`src/rtl/pipe_stage_elastic.sv`:
```
// Elastic two-entry (main + skid) pipeline stage carrying an instruction word and PC.
// Optional backpressure cycle counter enabled by defining PIPE_STAGE_STALL_CNT_EN.
module pipe_stage_elastic #(
   parameter int unsigned        INSTR_W   = 32,
   parameter int unsigned        PC_W      = 32,
   parameter logic [INSTR_W-1:0] NOP_INSTR = INSTR_W'(32'h0000_0013)
`ifdef PIPE_STAGE_STALL_CNT_EN
   ,
   parameter int unsigned        CNT_W     = 16
`endif
) (
   input  logic               clock,
   input  logic               reset,
   input  logic               flush,
   input  logic               in_valid,
   output logic               in_ready,
   input  logic [INSTR_W-1:0] instr_if,
   input  logic [PC_W-1:0]    pc_if,
   output logic               out_valid,
   input  logic               out_ready,
   output logic [INSTR_W-1:0] instr_id,
   output logic [PC_W-1:0]    pc_id
`ifdef PIPE_STAGE_STALL_CNT_EN
   ,
   output logic [CNT_W-1:0]   stall_cnt
`endif
);

   typedef enum logic [1:0] {
      EMPTY = 2'b00,
      FULL  = 2'b01,
      SKID  = 2'b11
   } state_t;

   logic               main_valid;
   logic [INSTR_W-1:0] main_instr;
   logic [PC_W-1:0]    main_pc;
   logic               skid_valid;
   logic [INSTR_W-1:0] skid_instr;
   logic [PC_W-1:0]    skid_pc;

   state_t state;
   logic   in_fire;
   logic   out_fire;

   // State is fully described by the two valid bits; skid never holds data without main.
   always_comb begin
      state = EMPTY;
      case ({skid_valid, main_valid})
         2'b01:   state = FULL;
         2'b11:   state = SKID;
         default: state = EMPTY;
      endcase
   end

   assign in_ready  = ~skid_valid;
   assign out_valid = main_valid;
   assign instr_id  = main_valid ? main_instr : NOP_INSTR;
   assign pc_id     = main_pc;
   assign in_fire   = in_valid & in_ready;
   assign out_fire  = main_valid & out_ready;

   // Main/skid storage: reset beats flush beats handshake.
   always_ff @(posedge clock) begin
      if (!reset) begin
         main_valid <= 1'b0;
         main_instr <= '0;
         main_pc    <= '0;
         skid_valid <= 1'b0;
         skid_instr <= '0;
         skid_pc    <= '0;
      end else if (flush) begin
         main_valid <= 1'b0;
         main_pc    <= '0;
         skid_valid <= 1'b0;
      end else begin
         case (state)
            EMPTY: begin
               if (in_fire) begin
                  main_valid <= 1'b1;
                  main_instr <= instr_if;
                  main_pc    <= pc_if;
               end
            end
            FULL: begin
               if (in_fire && out_fire) begin
                  main_instr <= instr_if;
                  main_pc    <= pc_if;
               end else if (in_fire) begin
                  skid_valid <= 1'b1;
                  skid_instr <= instr_if;
                  skid_pc    <= pc_if;
               end else if (out_fire) begin
                  main_valid <= 1'b0;
                  main_pc    <= '0;
               end
            end
            SKID: begin
               // in_ready is low here, so the only move is skid draining into main.
               if (out_fire) begin
                  main_instr <= skid_instr;
                  main_pc    <= skid_pc;
                  skid_valid <= 1'b0;
               end
            end
            default: begin
               main_valid <= main_valid;
            end
         endcase
      end
   end

`ifdef PIPE_STAGE_STALL_CNT_EN
   localparam logic [CNT_W-1:0] CNT_MAX = '1;

   // Saturating count of cycles a valid entry waits on downstream; only reset clears it.
   always_ff @(posedge clock) begin
      if (!reset) begin
         stall_cnt <= '0;
      end else if (main_valid && !out_ready && (stall_cnt != CNT_MAX)) begin
         stall_cnt <= stall_cnt + CNT_W'(1);
      end
   end
`endif

endmodule

```
`config.mk`:
```
export PLATFORM = sky130hd
export DESIGN_NAME = pipe_stage_elastic
export DESIGN_NICKNAME = d
export VERILOG_FILES = /design/src/rtl/pipe_stage_elastic.sv
export SDC_FILE = /design/constraint.sdc
export NUM_CORES = 1
export LEC_CHECK = 0
export BUFFER_PORTS_ARGS = -buffer_cell sky130_fd_sc_hd__buf_2
export CAP_MARGIN = 20
export CELL_PAD_IN_SITES_DETAIL_PLACEMENT = 1
export CELL_PAD_IN_SITES_GLOBAL_PLACEMENT = 2
export CORE_UTILIZATION = 32
export DETAILED_ROUTE_END_ITERATION = 8
export PLACE_DENSITY_LB_ADDON = 0.1
export SYNTH_ARGS = -nofsm -noshare
export SYNTH_HDL_FRONTEND = slang
export SYNTH_SLANG_ARGS = --single-unit
```
`constraint.sdc`:
```
create_clock -name clock -period 1.6 [get_ports clock]
set_input_delay 0.32 -clock clock [delete_from_list [all_inputs] [get_ports clock]]
set_output_delay 0.32 -clock clock [all_outputs]
set_load 0.03 [all_outputs]
```
# Word-level counts from Yosys, hierarchy flattened
# Index checks and enable logic that the tools add are counted.
[word_totals]
regBits = 130
in_bits = 69
out_inout_bits = 66
word_cells = 55
[op_classes]
eq_ne = 13
n_mux = 19
n_bitwise = 6
n_reduce_logical = 11
[ops]
columns = ["cell", "n"]
rows = [
  ["$mux W32", 9],
  ["$pmux W32 S3", 2],
  ["$reduce_and A5 Y1", 3],
  ["$ne A2 B2 Y1 const B", 7],
  ["$reduce_and A4 Y1", 2],
  ["$ne A3 B3 Y1 const B", 2],
  ["$mux W1", 5],
  ["$eq A2 B1 Y1 const B", 2],
  ["$eq A2 B2 Y1 const B", 2],
  ["$not A1 Y1", 4],
  ["$pmux W1 S2", 2],
  ["$pmux W2 S2", 1],
  ["$reduce_bool A2 Y1", 2],
  ["$reduce_bool A3 Y1", 1],
  ["$and A1 B1 Y1", 2],
  ["$logic_not A2 Y1", 1],
  ["$reduce_or A2 Y1", 1],
  ["$logic_and A1 B1 Y1", 1],
]

# Longest topological paths before layout
[logic_depth]
ltp_word = 5
ltp_mapped = 6
ltp_nobuf = 3

# Worst setup path after synthesis
# No wires, ideal clock.
[synth_timing]
kind = "reg-to-output"
startpoint = "reg main_valid, in the netlist out_valid"
endpoint = "out instr_id[10]"
arrival_ns = 1.492
required_time_ns = 1.280
setup_slack_ns = -0.212
path_stages_with_launch = 6
path_buffers = 4
cell_sequence = "dfxtp_1 buf_6 buf_6 buf_2 clkbuf_1 and2_1"
[synth_between]
elab_chain_cells = 1
[synth_rtl]
columns = ["element", "line", "rtl"]
rows = [
  ["start: declaration", "35", "logic main_valid;"],
  ["start signal: assignment", "107", "main_valid <= main_valid;"],
  ["$mux W32", "58", "assign instr_id = main_valid ? main_instr : NOP_INSTR;"],
  ["end: declaration", "21", "output logic [INSTR_W-1:0] instr_id,"],
]
# No other way between the ends.

# Worst setup path in the final report
[layout_timing]
startpoint = "reg main_valid, in the netlist out_valid"
endpoint = "out instr_id[25]"
# The elaborated chain is that of the path after synthesis.

==> impl_results.md <==
* Synth top area share at 41.76%
* DR vias at 6,242
* Final ANT Viol Nets at 0
* Syn Std Cell Area at 0.006232 mm^2
* Async SR Flop Fraction at 0%
* First DRT Iteration DRCs at 393
* First-pass GRT wire length at 33,370 um
* # rows at 50
* Commonest cells after routing, fill and taps aside: dfxtp_1 (128), buf_2 (100), nand3_1 (97)
* Die area at 0.02004 mm^2
* Setup ws final at -0.04084 ns
* Seq cells post-synth at 130
* Clock Path Buffers at 2
* Nets at 934
* Violated checks: setup timing
* Largest net degree at the start of global routing at 65
* Syn Area/Cell at 8.255 um^2
* Gr usage total at 21.09%
* GRT overflow at 0
* Drt via density at 5.490
* Outcome: finished, violations left
* Fill cells at 2,233
* Die Y at 141.6 um
* Diodes inserted at 0
* Final min period at 1.641 ns
* Share of layout cells above drive strength 1 at 32.38%
* Worst EP required at 1.28 ns
* Yosys top cell by area: dfxtp_1
* Max Freq at 0.6094 GHz
* Setup violators final at 30
* CP startpoint kind: flop
* Ys Warns at 0
* Final hold violation count at 0
* PwrDens at 951.0 mW/mm^2
* CTS Hold Bufs at 0
* Worst skew pair latency at 0.41 ns
* Place WS at 0.08032 ns
* Post-synth EDFFs at 0
* Worst-path fanout max at 10
* Top Ports at 135
* RSZ-0062 raised after global routing: true
* Final worst path period share at 102.6%
* WL per Instance at 19.37 um
* Cells after Synth at 755
* TritonCTS clock tree: yes
* Commonest non-fill, non-tap cell in the layout: dfxtp_1
* Setup CP Type: flop to primary output
* Worst ir drop on vdd at 0.7298 mV
* Rel. slew slack at 78.37%
* Sequential area share after synthesis at 41.76%
* Initial antenna violation count at 0
* Min Hold Slack at 0.1608 ns
* Total Power at 8.130 mW
* Max_cap viols at 0
* Cell area after layout at 0.008549 mm^2
* Syn Nets at 824
* Static leakage at 3.254 nW
* Port buffer count at 134
* Final Slew Violations at 0
* H-tree Lvls at 4
* Main area contributors after synthesis: dfxtp_1 (42%), a21oi_1 (7.8%), nand3_1 (7.8%), o21ai_0 (7.6%), a2111o_1 (5.8%)
* HP Class: input port to flop
* Vias in the first global route at 6,301
* Placed wire-length estimate at 12,620 um
* Number of CTS-inserted buffers at 17
* Worst slew pin tran at 0.3217 ns
* Finished Core Util at 45.25%
* # DRC at 0
* Top FF cell, synth: dfxtp_1
* First-pass iteration count of the detailed router at 4
* Clk sink count at 130
* Worst clock skew at 0.009341 ns
* Clock-pin slew on the worst setup and hold paths at 0.06 ns
* Post-DP Area at 0.007360 mm^2
* Die X-Extent at 141.6 um
* Setup slack, reg-to-reg at 0.01 ns
* Final wirelength at 22,020 um
* CP endpoint kind: primary output
* Root buf cell: clkbuf_16
* CP arrival at 1.32 ns
* Number of distinct library cells after synthesis at 29
* Routability cong. at 0.7396
* Layout area overhead at 37.18%
* Total core area at 0.01889 mm^2
* Initial Utilization at 32.99%
==> metrics by stage <==
| step | cells | TNS (ns) |
|---|---|---|
| floorplan | 755 | -0.4889 |
| global placement | 1086 | 0 |
| detailed placement | 1086 | 0 |
| CTS | 1125 | -0.8711 |
| global route | 1137 | -2.302 |
| finish | 1137 | -0.4674 |
==> cells by family (layout without fill, tap and decap cells) <==
| group | after synthesis | in the layout | synth area share [%] |
|---|---|---|---|
| buffers and inverters | 129 | 251 | 8.954 |
| multiplexers | 1 | 1 | 0.2208 |
| AO/OA/AOI/OAI | 324 | 324 | 35.13 |
| AND/OR/NAND/NOR | 171 | 171 | 13.93 |
| flip-flops | 130 | 130 | 41.76 |
==> registers in the layout, indices dropped and copies added, names as in the netlist <==
register	cells
main_instr	32
pc_id	32
skid_pc	32
out_valid	1
skid_valid	1
skid_instr	32
==> synth_stat cells, types with 24 or more instances <==
| master | number |
|---|---|
| dfxtp_1 | 130 |
| a21oi_1 | 97 |
| nand3_1 | 97 |
| o21ai_0 | 95 |
| clkbuf_1 | 56 |
| inv_1 | 34 |
| nand2_1 | 34 |
| o31ai_1 | 33 |
| a2111o_1 | 32 |
| a221oi_1 | 32 |
| and2_1 | 29 |
| buf_2 | 26 |
| a21bo_1 | 24 |
==> worst paths after layout <==
check,startpoint,endpoint,depth (start not counted)
setup / recovery,out_valid,instr_id[25],3
hold / removal,instr_if[16],skid_instr[16],3
hold reg to reg,pc_id[14],pc_id[14],2
setup reg to reg,out_valid,main_instr[8],6
==> where the power goes <==
group	total, mW	switching, mW	internal (mW)
Combinational	1.05	0.634	0.420
Clock	3.70	1.46	2.24
Sequential	3.38	0.0502	3.32
==> area by class of cell <==
type,instances,area (um^2),share of cell area [%]
Clock buffer,21,470.5,5.503
Clock inverter,10,83.83,0.9805
Inverter,36,136.4,1.595
Multi-Input combinational cell,496,3279,38.36
Sequential cell,130,2610,30.53
Tap cell,260,325.3,3.805
Timing Repair Buffer,184,1644,19.23
==> what timing repair did <==
action | 4_1_cts | 5_1_grt
buffers inserted | 6 | 6
setup endpoints to repair | 32 | 63
cloned | 2 | 6
gates resized for setup | 72 | 46
pin swaps | 2 | 25
==> worst max-delay path: stages (launching register included) <==
cell and delay (ns):
dfxtp_4 0.45, buf_12 0.16, and2_4 0.16, buf_6 0.13
==> metal layers <==
metal | vias to the layer above | global-route usage (%) | wire length (um)
met3 | 25 | 3.442 | 883
met2 | 140 | 37.88 | 11030
met1 | 3101 | 25.72 | 9727
met5 | - | 0 | 0
li1 | 2976 | - | -
met4 | 0 | 6.282 | 385
Power figures use the tool's default switching activity.
